--- config.mk ---
export PLATFORM = sky130hd
export DESIGN_NAME = mem_arbiter
export DESIGN_NICKNAME = d
export VERILOG_FILES = /design/src/rtl/mem_arb_pkg.sv /design/src/rtl/mem_arb_prio.sv /design/src/rtl/mem_arbiter.sv
export SDC_FILE = /design/constraint.sdc
export NUM_CORES = 1
export LEC_CHECK = 0
export CAP_MARGIN = 40
export CORE_MARGIN = 4
export CORE_UTILIZATION = 46
export CTS_CLUSTER_SIZE = 28
export DETAILED_ROUTE_END_ITERATION = 6
export PLACE_DENSITY = 0.86
export SYNTH_ARGS = -nofsm -noshare
export SYNTH_HDL_FRONTEND = slang
export SYNTH_SLANG_ARGS = --single-unit
export TNS_END_PERCENT = 10
--- constraint.sdc ---
create_clock -name clk -period 3.79 [get_ports clk]
set_input_delay 0.9475 -clock clk [delete_from_list [all_inputs] [get_ports clk]]
set_output_delay 0.9475 -clock clk [all_outputs]
set_load 0.01 [all_outputs]
--- src/rtl/mem_arb_pkg.sv ---
// Shared encodings for the instruction/data memory arbiter.
package mem_arb_pkg;

  // Arbiter FSM: idle (arbitrate), request (wait for m_gnt), response (wait for m_rvalid).
  typedef enum logic [1:0] {
    ST_IDLE = 2'd0,
    ST_REQ  = 2'd1,
    ST_RESP = 2'd2
  } arb_state_e;

  // Owner of the transaction currently in flight.
  typedef enum logic {
    OWN_I = 1'b0,
    OWN_D = 1'b1
  } owner_e;

  // Access-type code used for instruction fetches (full word).
  localparam logic [2:0] DM_WORD = 3'b000;

endpackage

--- src/rtl/mem_arb_prio.sv ---
// Priority select between fetch and data port with a starvation counter that
// forces one fetch grant after STARVE_LIMIT data grants taken while a fetch waited.
module mem_arb_prio
  import mem_arb_pkg::*;
#(
  parameter int STARVE_LIMIT = 4
) (
  input  logic clk,
  input  logic reset,
  input  logic i_req,
  input  logic d_req,
  input  logic grant,   // arbitration decision is taken this cycle
  output logic sel_i    // 1 = fetch wins, 0 = data wins
);

  localparam logic [2:0] LIMIT = 3'(STARVE_LIMIT);

  logic [2:0] starve_cnt;

  // Data port wins ties unless the fetch port has been passed over LIMIT times.
  always_comb begin
    sel_i = i_req && (!d_req || (starve_cnt == LIMIT));
  end

  // Count data grants made over a waiting fetch; any fetch grant clears it.
  always_ff @(posedge clk) begin
    if (reset) begin
      starve_cnt <= 3'd0;
    end else if (grant) begin
      if (sel_i) begin
        starve_cnt <= 3'd0;
      end else if (i_req && (starve_cnt != LIMIT)) begin
        starve_cnt <= starve_cnt + 3'd1;
      end
    end
  end

endmodule

--- src/rtl/mem_arbiter.sv ---
// Two-port (fetch / data) arbiter onto a single request/grant/response memory port.
// Handshake: the memory side sees m_req held with stable fields until m_gnt; the
// response arrives as a one-cycle m_rvalid, possibly in the same cycle as m_gnt.
// Each client holds its req until its one-cycle ready pulse.
module mem_arbiter
  import mem_arb_pkg::*;
#(
  parameter int STARVE_LIMIT = 4
) (
  input  logic        clk,
  input  logic        reset,
  input  logic        i_req,
  input  logic [31:0] i_addr,
  output logic        i_ready,
  output logic [31:0] i_rdata,
  input  logic        d_req,
  input  logic        d_we,
  input  logic [2:0]  d_type,
  input  logic [31:0] d_addr,
  input  logic [31:0] d_wdata,
  output logic        d_ready,
  output logic [31:0] d_rdata,
  output logic        m_req,
  output logic        m_we,
  output logic [2:0]  m_type,
  output logic [31:0] m_addr,
  output logic [31:0] m_wdata,
  input  logic        m_gnt,
  input  logic        m_rvalid,
  input  logic [31:0] m_rdata,
  output logic        busy,
  output logic [1:0]  dbg_state
);

  arb_state_e  state_q, state_d;
  owner_e      owner_q;
  logic [31:0] addr_q, wdata_q, i_rdata_q, d_rdata_q;
  logic        we_q;
  logic [2:0]  type_q;
  logic        grant, complete, sel_i;

  mem_arb_prio #(.STARVE_LIMIT(STARVE_LIMIT)) u_prio (
    .clk   (clk),
    .reset (reset),
    .i_req (i_req),
    .d_req (d_req),
    .grant (grant),
    .sel_i (sel_i)
  );

  // FSM state register.
  always_ff @(posedge clk) begin
    if (reset) state_q <= ST_IDLE;
    else       state_q <= state_d;
  end

  // Next state, arbitration strobe, completion detect and memory-side outputs.
  always_comb begin
    state_d  = state_q;
    grant    = 1'b0;
    complete = 1'b0;
    case (state_q)
      ST_IDLE: begin
        if (i_req || d_req) begin
          grant   = 1'b1;
          state_d = ST_REQ;
        end
      end
      ST_REQ: begin
        if (m_gnt) begin
          if (m_rvalid) begin
            complete = 1'b1;
            state_d  = ST_IDLE;
          end else begin
            state_d = ST_RESP;
          end
        end
      end
      ST_RESP: begin
        if (m_rvalid) begin
          complete = 1'b1;
          state_d  = ST_IDLE;
        end
      end
      default: state_d = ST_IDLE;
    endcase
    // Reset forces the control outputs low even before the first clock edge.
    m_req   = !reset && (state_q == ST_REQ);
    m_we    = m_req && we_q;
    busy    = !reset && (state_q != ST_IDLE);
    i_ready = !reset && complete && (owner_q == OWN_I);
    d_ready = !reset && complete && (owner_q == OWN_D);
  end

  assign m_addr    = addr_q;
  assign m_wdata   = wdata_q;
  assign m_type    = type_q;
  assign dbg_state = state_q;

  // Latch the winner's fields at arbitration; untouched until the next grant.
  always_ff @(posedge clk) begin
    if (reset) begin
      owner_q <= OWN_D;
      addr_q  <= 32'd0;
      wdata_q <= 32'd0;
      we_q    <= 1'b0;
      type_q  <= 3'd0;
    end else if (grant) begin
      if (sel_i) begin
        owner_q <= OWN_I;
        addr_q  <= i_addr;
        wdata_q <= 32'd0;
        we_q    <= 1'b0;
        type_q  <= DM_WORD;
      end else begin
        owner_q <= OWN_D;
        addr_q  <= d_addr;
        wdata_q <= d_wdata;
        we_q    <= d_we;
        type_q  <= d_type;
      end
    end
  end

  // Capture read data on completion so each port keeps its last result.
  always_ff @(posedge clk) begin
    if (reset) begin
      i_rdata_q <= 32'd0;
      d_rdata_q <= 32'd0;
    end else if (complete) begin
      if (owner_q == OWN_I) i_rdata_q <= m_rdata;
      else                  d_rdata_q <= m_rdata;
    end
  end

  // Present m_rdata in the completion cycle itself, the held copy afterwards.
  assign i_rdata = i_ready ? m_rdata : i_rdata_q;
  assign d_rdata = d_ready ? m_rdata : d_rdata_q;

endmodule

==> results.ini <==
[detailed_routing]
wirelength_um = 21510
drt_pre_antenna_iters = 6
detail_route.vias_per_cell = 5.681
routed-via-count = 6789
routedWlPerCell_um = 18.00
detailedRoute.firstIterationViolations = 782
remaining_drcs = 0
final_antenna_net_count = 0

[final_layout]
post_layout_utilization_of_the_core_pct = 72.05
number_of_fill_cells_in_the_layout = 1094
final_net_count = 1145
multi_input_comb_area_um2 = 3354
regArea_um2 = 2763
syn2layout_area_growth_pct = 53.62
drive_gt1_share_pct = 12.92

[status]
result_of_the_run = finished, violations left
failing_checks = negative setup slack

[power]
cellPowerDensity_nw_per_um2 = 421.6
design_power_total_w = 0.004217
worst_case_vdd_ir_drop_mv = 0.2589
power_leakage_nw = 3.969

[placement]
hpwlAfterDp_um = 14560
dp_slack_ns = -0.06668
placement.io_buffers = 275
place.gp.congestion = 0.8146

[sta]
slew_headroom_pct = 57.96
final_ws_setup_ns = -0.02854
final-hold-violation-count = 0
total_count_of_max_transition_violations_in_the_final_report = 0
final_period_minus_worst_setup_slack_ns = 3.819
fin_crit_sh_pct = 100.8
clock_skew_ns = 0.005415
worst-slew-pin-transition_ns = 0.6290
unrepaired_setup_endpoints_after_global_routing = yes
timing.final.setup_violations = 3
tns_ns = -0.06817
maximum_achievable_frequency_mhz = 261.9

[setup_path]
critPathMaxStageDelay_ns = 0.53
worst-endpoint-required_ns = 2.84
r2r_start = dbg_state[0]
critPathArrivalTime_ns = 2.87
worstSetupEndpointType = primary output
criticalPathCategory = in2out
r2r_cells = 6
reg2reg_setup_slack_ns = 1.80
worstPathCellList = clkdlybuf4s50_1, a21oi_4, nor3_4, buf_6, mux2_2, clkdlybuf4s50_1
crit_path_max_fanout = 11
worst_path_most_repeated_cell = sky130_fd_sc_hd__clkdlybuf4s50_1
crit_path_top_delay_cell = sky130_fd_sc_hd__clkdlybuf4s50_1
timing.critical_path.to = d_rdata[25]
worst_setup_path_startpoint = m_gnt
timing.critical_path.from_type = primary input
r2r-end = m_addr[9]

[flow_run]
max_cap_viol_count = 0

[clock_tree]
clk-insertion-delay-late_ns = 0.42
cts.root.buffer_cell = sky130_fd_sc_hd__clkbuf_16
tritoncts_clock_tree = yes
h-tree-depth = 4
clkSinkCount = 138
numCtsBuffers = 17
holdBufCountCts = 0
cts_max_path_buffers = 2
clkSlewWorstSetupHoldPaths_ns = 0.05

[grt]
gr-usage-all-layers_pct = 25.49
number_of_antenna_violations_at_the_first_check_in_global_routing = 1
grt_first_pass_wirelength_um = 33300
grt_pass1_vias = 6491
grt_remaining_overflow = 0
maximum_number_of_pins_on_one_net_before_global_route_repair = 50

[floorplanning]
die-area_um2 = 16120
die_w_um = 127.0
design.portCount = 276
row_count = 43
core_um2 = 13880
initial_utilization_pct = 46.90
height_of_the_die_um = 127.0

[synth]
synth-seq-area-share_pct = 42.44
synth.net_count = 909
ys_top_cells_by_count = sky130_fd_sc_hd__dfxtp_1 (138), sky130_fd_sc_hd__a21oi_1 (104), sky130_fd_sc_hd__nand3_1 (97)
syn_inst = 766
syn_area_per_cell_um2 = 8.499
yosysUniqueCellTypes = 40
synth_flop_cell = sky130_fd_sc_hd__dfxtp_1
yosysWarningCount = 0
async_reset_ff_share_pct = 0
synth_enable_flop_cells = 0
post_synthesis_cell_type_with_the_largest_combined_area = sky130_fd_sc_hd__dfxtp_1
yosys.cell_count.top_type = sky130_fd_sc_hd__dfxtp_1
synth_seq_cells = 138
share_of_yosys_cell_area_claimed_by_the_top_area_cell_type_pct = 42.44
syn-cell-area_um2 = 6510
yosys-top-cells-area = sky130_fd_sc_hd__dfxtp_1 (42%), sky130_fd_sc_hd__mux2_2 (11%), sky130_fd_sc_hd__a21oi_1 (8.0%)

[min_path]
min_path_type = reg2reg

worst min-delay path by stage:
stage / startpoint / endpoint / slack [ns] / depth (start not counted)
2_1_floorplan: we_q / we_q / 0.43 / 2
3_3_place_gp: m_type[2] / m_type[2] / 0.44 / 2
3_5_place_dp: m_wdata[0] / m_wdata[0] / 0.45 / 2
4_1_cts: m_wdata[0] / m_wdata[0] / 0.45 / 2
5_1_grt: m_wdata[2] / m_wdata[2] / 0.47 / 2
6_report: m_wdata[2] / m_wdata[2] / 0.45 / 2
where the power goes:
| group | leakage, nW | internal [W] | switching (W) |
|---|---|---|---|
| Sequential | 1.13 | 0.00154 | 0.0000467 |
| Combinational | 2.54 | 0.000412 | 0.000430 |
| Clock | 0.302 | 0.00116 | 0.000627 |
cell families (layout without fill, tap and decap cells):
family / after synthesis / after routing / synth area share, %
compound gates: 279 / 279 / 25.25
simple gates: 189 / 189 / 13.88
flops: 138 / 138 / 42.44
other cells: 0 / 1 / 0
fa+ha+maj: 5 / 5 / 0.9610
buf+inv: 91 / 339 / 6.400
mux: 64 / 64 / 11.07
area by class of cell:
| class | count | area share, % |
|---|---|---|
| multi-input cells | 537 | 33.54 |
| clock buffers | 18 | 4.291 |
| flip-flops and latches | 138 | 27.62 |
| inverters | 5 | 0.1877 |
| diodes | 1 | 0.02502 |
| clock inverters | 13 | 2.014 |
| well taps | 180 | 2.252 |
| repair buffers | 303 | 30.06 |
placed cells by master (no fill, tap or decap), drive strengths merged, types with 2 or more instances in the layout:
cell             n
nor2            34
dlymetal6s2s    13
o211ai          36
nor3             3
o21ai           98
nand2           40
clkdlybuf4s50  216
and3             2
buf             29
dlygate4sd2     44
clkbuf          19
clkinvlp         3
dfxtp          138
a311oi          32
clkinv           5
nor2b            3
inv              5
a21oi          105
nand4            2
ha               5
bufinv           5
nand3           97
nor3b            2
mux2            64
metrics by stage:
stage          area (um^2)  hold WS, ns  std cells
2_1_floorplan         6510       0.4317        766
3_3_place_gp          9376       0.4406       1162
6_report             10000       0.4517       1195
4_1_cts               9951       0.4533       1193
3_5_place_dp          9376       0.4455       1162
5_1_grt              10000       0.4680       1195
routing by layer:
| metal | up-vias | share of wire [%] | GRT usage, % |
|---|---|---|---|
| met2 | 346 | 49 | 42.75 |
| met4 | 0 | 2.9 | 11.29 |
| met1 | 3116 | 38 | 29.94 |
| li1 | 3277 | - | - |
| met5 | - | 0 | 0 |
| met3 | 50 | 9.7 | 7.958 |
critical path, delay by kind of cell:
kind	cells	cell delay, ns
buf+inv	3	1.22
compound gates	1	0.10
mux	1	0.35
simple gates	1	0.25
sequential cells by signal (all words and copies together) (netlist names):
name,flops
m_addr,32
owner_q,1
m_type,3
m_wdata,32
we_q,1
u_prio.starve_cnt,3
dbg_state,2
d_rdata_q,32
i_rdata_q,32
repair_timing:
item | 4_1_cts | 5_1_grt
endpoints found under the hold margin | 0 | 0
setup buffers | 0 | 1
endpoints found under the setup margin | 63 | 19
resized for setup | 45 | 18
pin swaps | 1 | 2
Power figures use the tool's default switching activity.
